$ cat src/rtl/mul_div_unit.sv
// Iterative HI/LO multiply/divide unit: radix-2 shift-add multiply and restoring
// divide over operand magnitudes, with sign fix-up and the architectural HI/LO registers.
module mul_div_unit #(
  parameter int WIDTH = 32
) (
  input  logic             clk,
  input  logic             reset,
  input  logic             start,
  input  logic [1:0]       op,
  input  logic [WIDTH-1:0] in1,
  input  logic [WIDTH-1:0] in2,
  input  logic             hi_we,
  input  logic             lo_we,
  input  logic [WIDTH-1:0] wdata,
  output logic             busy,
  output logic             done,
  output logic             div_by_zero,
  output logic [WIDTH-1:0] hi,
  output logic [WIDTH-1:0] lo
);
  localparam int CW = $clog2(WIDTH) + 1;

  typedef enum logic [1:0] {S_IDLE, S_RUN, S_FIX} state_t;

  state_t             state_q, state_d;
  logic [CW-1:0]      cnt_q, cnt_d;
  logic [2*WIDTH-1:0] acc_q, acc_d;
  logic [WIDTH-1:0]   mag_q, mag_d;
  logic [WIDTH-1:0]   raw1_q, raw1_d;
  logic [WIDTH-1:0]   hi_q, hi_d, lo_q, lo_d;
  logic [1:0]         op_q, op_d;
  logic               sa_q, sa_d, sb_q, sb_d;
  logic               dz_q, dz_d, done_q, done_d, dbz_q, dbz_d;

  logic [WIDTH-1:0]   mag1, mag2, addend, quo, rem;
  logic [WIDTH:0]     mul_sum, rem_sh, rem_diff;

  // Signed ops work on magnitudes; 0x80..0 maps onto itself, which is the correct magnitude.
  assign mag1 = (op[0] && in1[WIDTH-1]) ? -in1 : in1;
  assign mag2 = (op[0] && in2[WIDTH-1]) ? -in2 : in2;

  // acc holds {partial product, multiplier} for mul, {remainder, dividend/quotient} for div
  assign addend   = acc_q[0] ? mag_q : '0;
  assign mul_sum  = {1'b0, acc_q[2*WIDTH-1:WIDTH]} + {1'b0, addend};
  assign rem_sh   = acc_q[2*WIDTH-1:WIDTH-1];
  assign rem_diff = rem_sh - {1'b0, mag_q};
  assign quo      = acc_q[WIDTH-1:0];
  assign rem      = acc_q[2*WIDTH-1:WIDTH];

  always_comb begin
    state_d = state_q;
    cnt_d   = cnt_q;
    acc_d   = acc_q;
    mag_d   = mag_q;
    raw1_d  = raw1_q;
    hi_d    = hi_q;
    lo_d    = lo_q;
    op_d    = op_q;
    sa_d    = sa_q;
    sb_d    = sb_q;
    dz_d    = dz_q;
    done_d  = 1'b0;
    dbz_d   = dbz_q;
    case (state_q)
      S_IDLE: begin
        cnt_d = '0;
        if (start) begin
          state_d = S_RUN;
          op_d    = op;
          raw1_d  = in1;
          sa_d    = op[0] & in1[WIDTH-1];
          sb_d    = op[0] & in2[WIDTH-1];
          dz_d    = op[1] & (in2 == '0);
          if (op[1]) begin
            acc_d = {{WIDTH{1'b0}}, mag1};
            mag_d = mag2;
          end else begin
            acc_d = {{WIDTH{1'b0}}, mag2};
            mag_d = mag1;
          end
        end else begin
          // mthi/mtlo only land when no operation starts this cycle
          if (hi_we) hi_d = wdata;
          if (lo_we) lo_d = wdata;
        end
      end
      S_RUN: begin
        cnt_d = cnt_q + 1'b1;
        if (op_q[1]) begin
          if (!rem_diff[WIDTH])
            acc_d = {rem_diff[WIDTH-1:0], acc_q[WIDTH-2:0], 1'b1};
          else
            acc_d = {rem_sh[WIDTH-1:0], acc_q[WIDTH-2:0], 1'b0};
        end else begin
          acc_d = {mul_sum, acc_q[WIDTH-1:1]};
        end
        if (cnt_q == CW'(WIDTH - 1)) state_d = S_FIX;
      end
      S_FIX: begin
        state_d = S_IDLE;
        done_d  = 1'b1;
        dbz_d   = dz_q;
        if (dz_q) begin
          lo_d = '1;
          hi_d = raw1_q;
        end else if (op_q[1]) begin
          lo_d = (sa_q ^ sb_q) ? -quo : quo;
          hi_d = sa_q ? -rem : rem;
        end else if (sa_q ^ sb_q) begin
          {hi_d, lo_d} = -acc_q;
        end else begin
          {hi_d, lo_d} = acc_q;
        end
      end
      default: state_d = S_IDLE;
    endcase
  end

  always_ff @(posedge clk) begin
    if (!reset) begin
      state_q <= S_IDLE;
      cnt_q   <= '0;
      acc_q   <= '0;
      mag_q   <= '0;
      raw1_q  <= '0;
      hi_q    <= '0;
      lo_q    <= '0;
      op_q    <= '0;
      sa_q    <= 1'b0;
      sb_q    <= 1'b0;
      dz_q    <= 1'b0;
      done_q  <= 1'b0;
      dbz_q   <= 1'b0;
    end else begin
      state_q <= state_d;
      cnt_q   <= cnt_d;
      acc_q   <= acc_d;
      mag_q   <= mag_d;
      raw1_q  <= raw1_d;
      hi_q    <= hi_d;
      lo_q    <= lo_d;
      op_q    <= op_d;
      sa_q    <= sa_d;
      sb_q    <= sb_d;
      dz_q    <= dz_d;
      done_q  <= done_d;
      dbz_q   <= dbz_d;
    end
  end

  assign busy        = (state_q != S_IDLE);
  assign done        = done_q;
  assign div_by_zero = dbz_q;
  assign hi          = hi_q;
  assign lo          = lo_q;
endmodule

$ cat config.mk
export PLATFORM = sky130hd
export DESIGN_NAME = mul_div_unit
export DESIGN_NICKNAME = d
export VERILOG_FILES = /design/src/rtl/mul_div_unit.sv
export SDC_FILE = /design/constraint.sdc
export NUM_CORES = 1
export LEC_CHECK = 0
export BUFFER_PORTS_ARGS = -buffer_cell sky130_fd_sc_hd__buf_2
export CAP_MARGIN = 10
export CORE_MARGIN = 4
export CORE_UTILIZATION = 26
export DETAILED_ROUTE_END_ITERATION = 10
export PLACE_DENSITY_LB_ADDON = 0.12
export SETUP_SLACK_MARGIN = 0.1
export SYNTH_ARGS = -nofsm -noshare
export SYNTH_HDL_FRONTEND = slang
export SYNTH_SLANG_ARGS = --single-unit
$ cat constraint.sdc
create_clock -name clk -period 5.81 [get_ports clk]
set_input_delay 0.8715 -clock clk [delete_from_list [all_inputs] [get_ports clk]]
set_output_delay 0.8715 -clock clk [all_outputs]
set_load 0.01 [all_outputs]
==> metrics.cfg <==
[yosys]
yosysSeqAreaShare_pct=25.01
synth_xor_area_share_pct=8.604
synth_mux_area_share_pct=2.959
synthesis.area_um2=16490
synth-edff-count=0
synthAdderAreaFrac_pct=5.478
synth_area_leader_cell=dfxtp_1
yosys.area_share.simple_pct=22.74
synth_top_family_by_area=compound AO/OA/AOI/OAI gates
synthTopCellsByCount=310 x nand2_1, 207 x nor2_1, 206 x dfxtp_1, 195 x a21oi_1, 157 x o21ai_0
syn-mean-instance-area_um2=7.271
ys_warn_count=0
yosysTopAreaCellShare_pct=25.01
synth-seq-cells=206
synth_area_leaders=dfxtp_1 25%, nand2_1 7.1%, a21oi_1 5.9%, ha_1 5.2%, xnor2_1 5.0%
ys_types=84
synthMostInstantiatedCell=nand2_1
synthCells=2268
synth_compound_area_share_pct=29.93
synth_fp_nets=2442
async_flop_share_pct=0
synth_top_flop_cell=dfxtp_1

[global_routing]
grt_overflow=0
grt_pass1_wl_um=115500
antenna_found_initial=1
grt_usage_pct=22.53
grt_max_degree=92
grt_pass1_vias=16650

[floorplanning]
num_rows=92
fp.dieH_um=259.8
core_area_um2=62970
chipWidth_um=259.8
dieArea_um2=67520
initial_core_util_pct=26.19
io_pins=170

[setup_path]
crit_top_cell=o21bai_1
required_ps=6240
path_cells=inv_1 > buf_4 > nor2_1 > ha_1 > a21oi_1 > o21bai_1 > a221o_1 > a2111oi_0 > o21bai_1 > xnor2_1 > a22oi_1 > o21ai_0
cp_top_family=compound AO/OA/AOI/OAI gates
slowest_delay_ps=980
critPathSlowestCell=a2111oi_0
cp-start-kind=flop
path_max_fanout=32
crit_path_end_kind=flop
path_buf_inv=2
crit_type=flop to flop
worstPathArrival_ps=4430

[sta]
slew_viol_final=0
fin_crit_sh_pct=68.81
setup_tns_ps=0
finalHoldViolCount=0
tightest_slew_ps=1204
rsz0062_at_grt=no
max_freq_mhz=250.1
fin_skew_ps=30.61
period_minus_slack_ps=3998
slew_headroom_pct=19.41
setup_viol=0

[placed_design]
dp_hpwl_um=61720
port_buffers=169
placed_cells=3158
gp_congestion=0.9406

[power]
p_leak_nw=7.442
ir_worst_vdd_mv=0.2207
p_per_area_nw_per_um2=247.6

[clocking]
clockBufferDepth=3
cts.clk_slew.worst_paths_ps=60
clkLatencyLatePin_ps=590
cts_max_level=1
hold_buffers=0
numCtsBuffers=27
cts_num_sinks=206
tritoncts=done
root_buffer=clkbuf_16
cts_setup_buffers=0
cts_resized=0

[run_status]
status=complete, no violations

[routing]
first_pass_iters=5
viasPerCell=5.516
postRouteWirelength_um=79570
ant_nets=0
wl_per_cell_um=24.81
drt_iter0_drc=1803
drc=0
vias=17690

[min_path]
hold_path_class=flop to flop

[final_layout]
nFillCells=6933
final_nets=2516
fin_cells=3207
antennaDiodeCount=0
area_growth_pct=14.93
drive_gt1_share_pct=12.79

[flow_run]
maxCapViolations=0

## worst reg2reg max path, cell delays in order, from the launching register on
cell and delay [ps]:
dfxtp_1 370, inv_1 70, buf_4 360, nor2_1 150
ha_1 400, a21oi_1 340, o21bai_1 100, a221o_1 390
a2111oi_0 980, o21bai_1 260, xnor2_1 190, a22oi_1 150
o21ai_0 100
## state kept, by name, indices dropped and copies added, names as in the netlist, 2 cells and up
| name | flops |
|---|---|
| cnt_q | 6 |
| mag_q | 32 |
| hi | 32 |
| raw1_q | 32 |
| acc_q | 64 |
| state_q | 2 |
| lo | 32 |
## power by group
group | switching [mW] | internal, mW | leakage (nW)
clock network | 0.714 | 0.986 | 0.426
registers | 0.144 | 1.50 | 1.69
logic | 0.881 | 0.467 | 5.33
total | 1.74 | 2.95 | 7.44
## logic make-up after synthesis
family | after synthesis
AO/OA/AOI/OAI | 756
XOR/XNOR | 162
adder cells (fa/ha/maj) | 71
buffers and inverters | 225
flip-flops | 206
multiplexers | 47
AND/OR/NAND/NOR | 801
## per-stage QoR
stage	utilization, %	hold slack [ps]	area [µm²]	worst slack (ps)	power, mW
6_report	30.10	457.9	18950	1812	4.693
4_1_cts	30.09	462.1	18950	1815	4.704
2_1_floorplan	-	434.0	16490	2402	2.461
5_1_grt	30.10	482.9	18950	1299	4.901
3_5_place_dp	28.71	452.1	18080	1852	2.995
3_3_place_gp	28.71	451.5	18080	1764	3.002
## per-layer routing
| metal | global-route usage (%) | vias to the layer above | share of wire (%) |
|---|---|---|---|
| met4 | 3.103 | 0 | 1.3 |
| li1 | - | 8362 | - |
| met5 | 0 | - | 0 |
| met1 | 34.91 | 8640 | 50 |
| met3 | 3.038 | 66 | 6.1 |
| met2 | 33.68 | 623 | 43 |
## path summary, 6_finish.rpt
kind                                 from         to  slack [ps]  depth (start not counted)
worst min register to register  mag_q[23]  mag_q[23]         460                          2
worst max-delay path             acc_q[0]  acc_q[55]        1810                         12
worst min-delay path            mag_q[23]  mag_q[23]         460                          2
worst max register to register   acc_q[0]  acc_q[55]        1810                         12
## cell type report
class                           instances  area (µm²)  share of cell area, %
Sequential cell                       206        4125                  21.77
Inverter                               63       236.5                  1.248
Clock inverter                         10       121.4                 0.6403
Tap cell                              846        1059                  5.585
Timing Repair Buffer                  207        1131                  5.968
Clock buffer                           38       747.0                  3.941
Multi-Input combinational cell       1837       11530                  60.85
## cell usage in the layout, fill, tap and decap left out, types with 41 or more instances in the layout
master,n
a31oi_1,41
nor2_1,202
a21oi_1,195
inv_1,62
a21boi_0,69
nor3_1,45
nand3_1,44
nand2_1,310
ha_1,69
o211ai_1,54
buf_2,169
o21ai_0,157
dfxtp_1,205
xnor2_1,93
xor2_1,68
(Power assumes the default switching activity.)
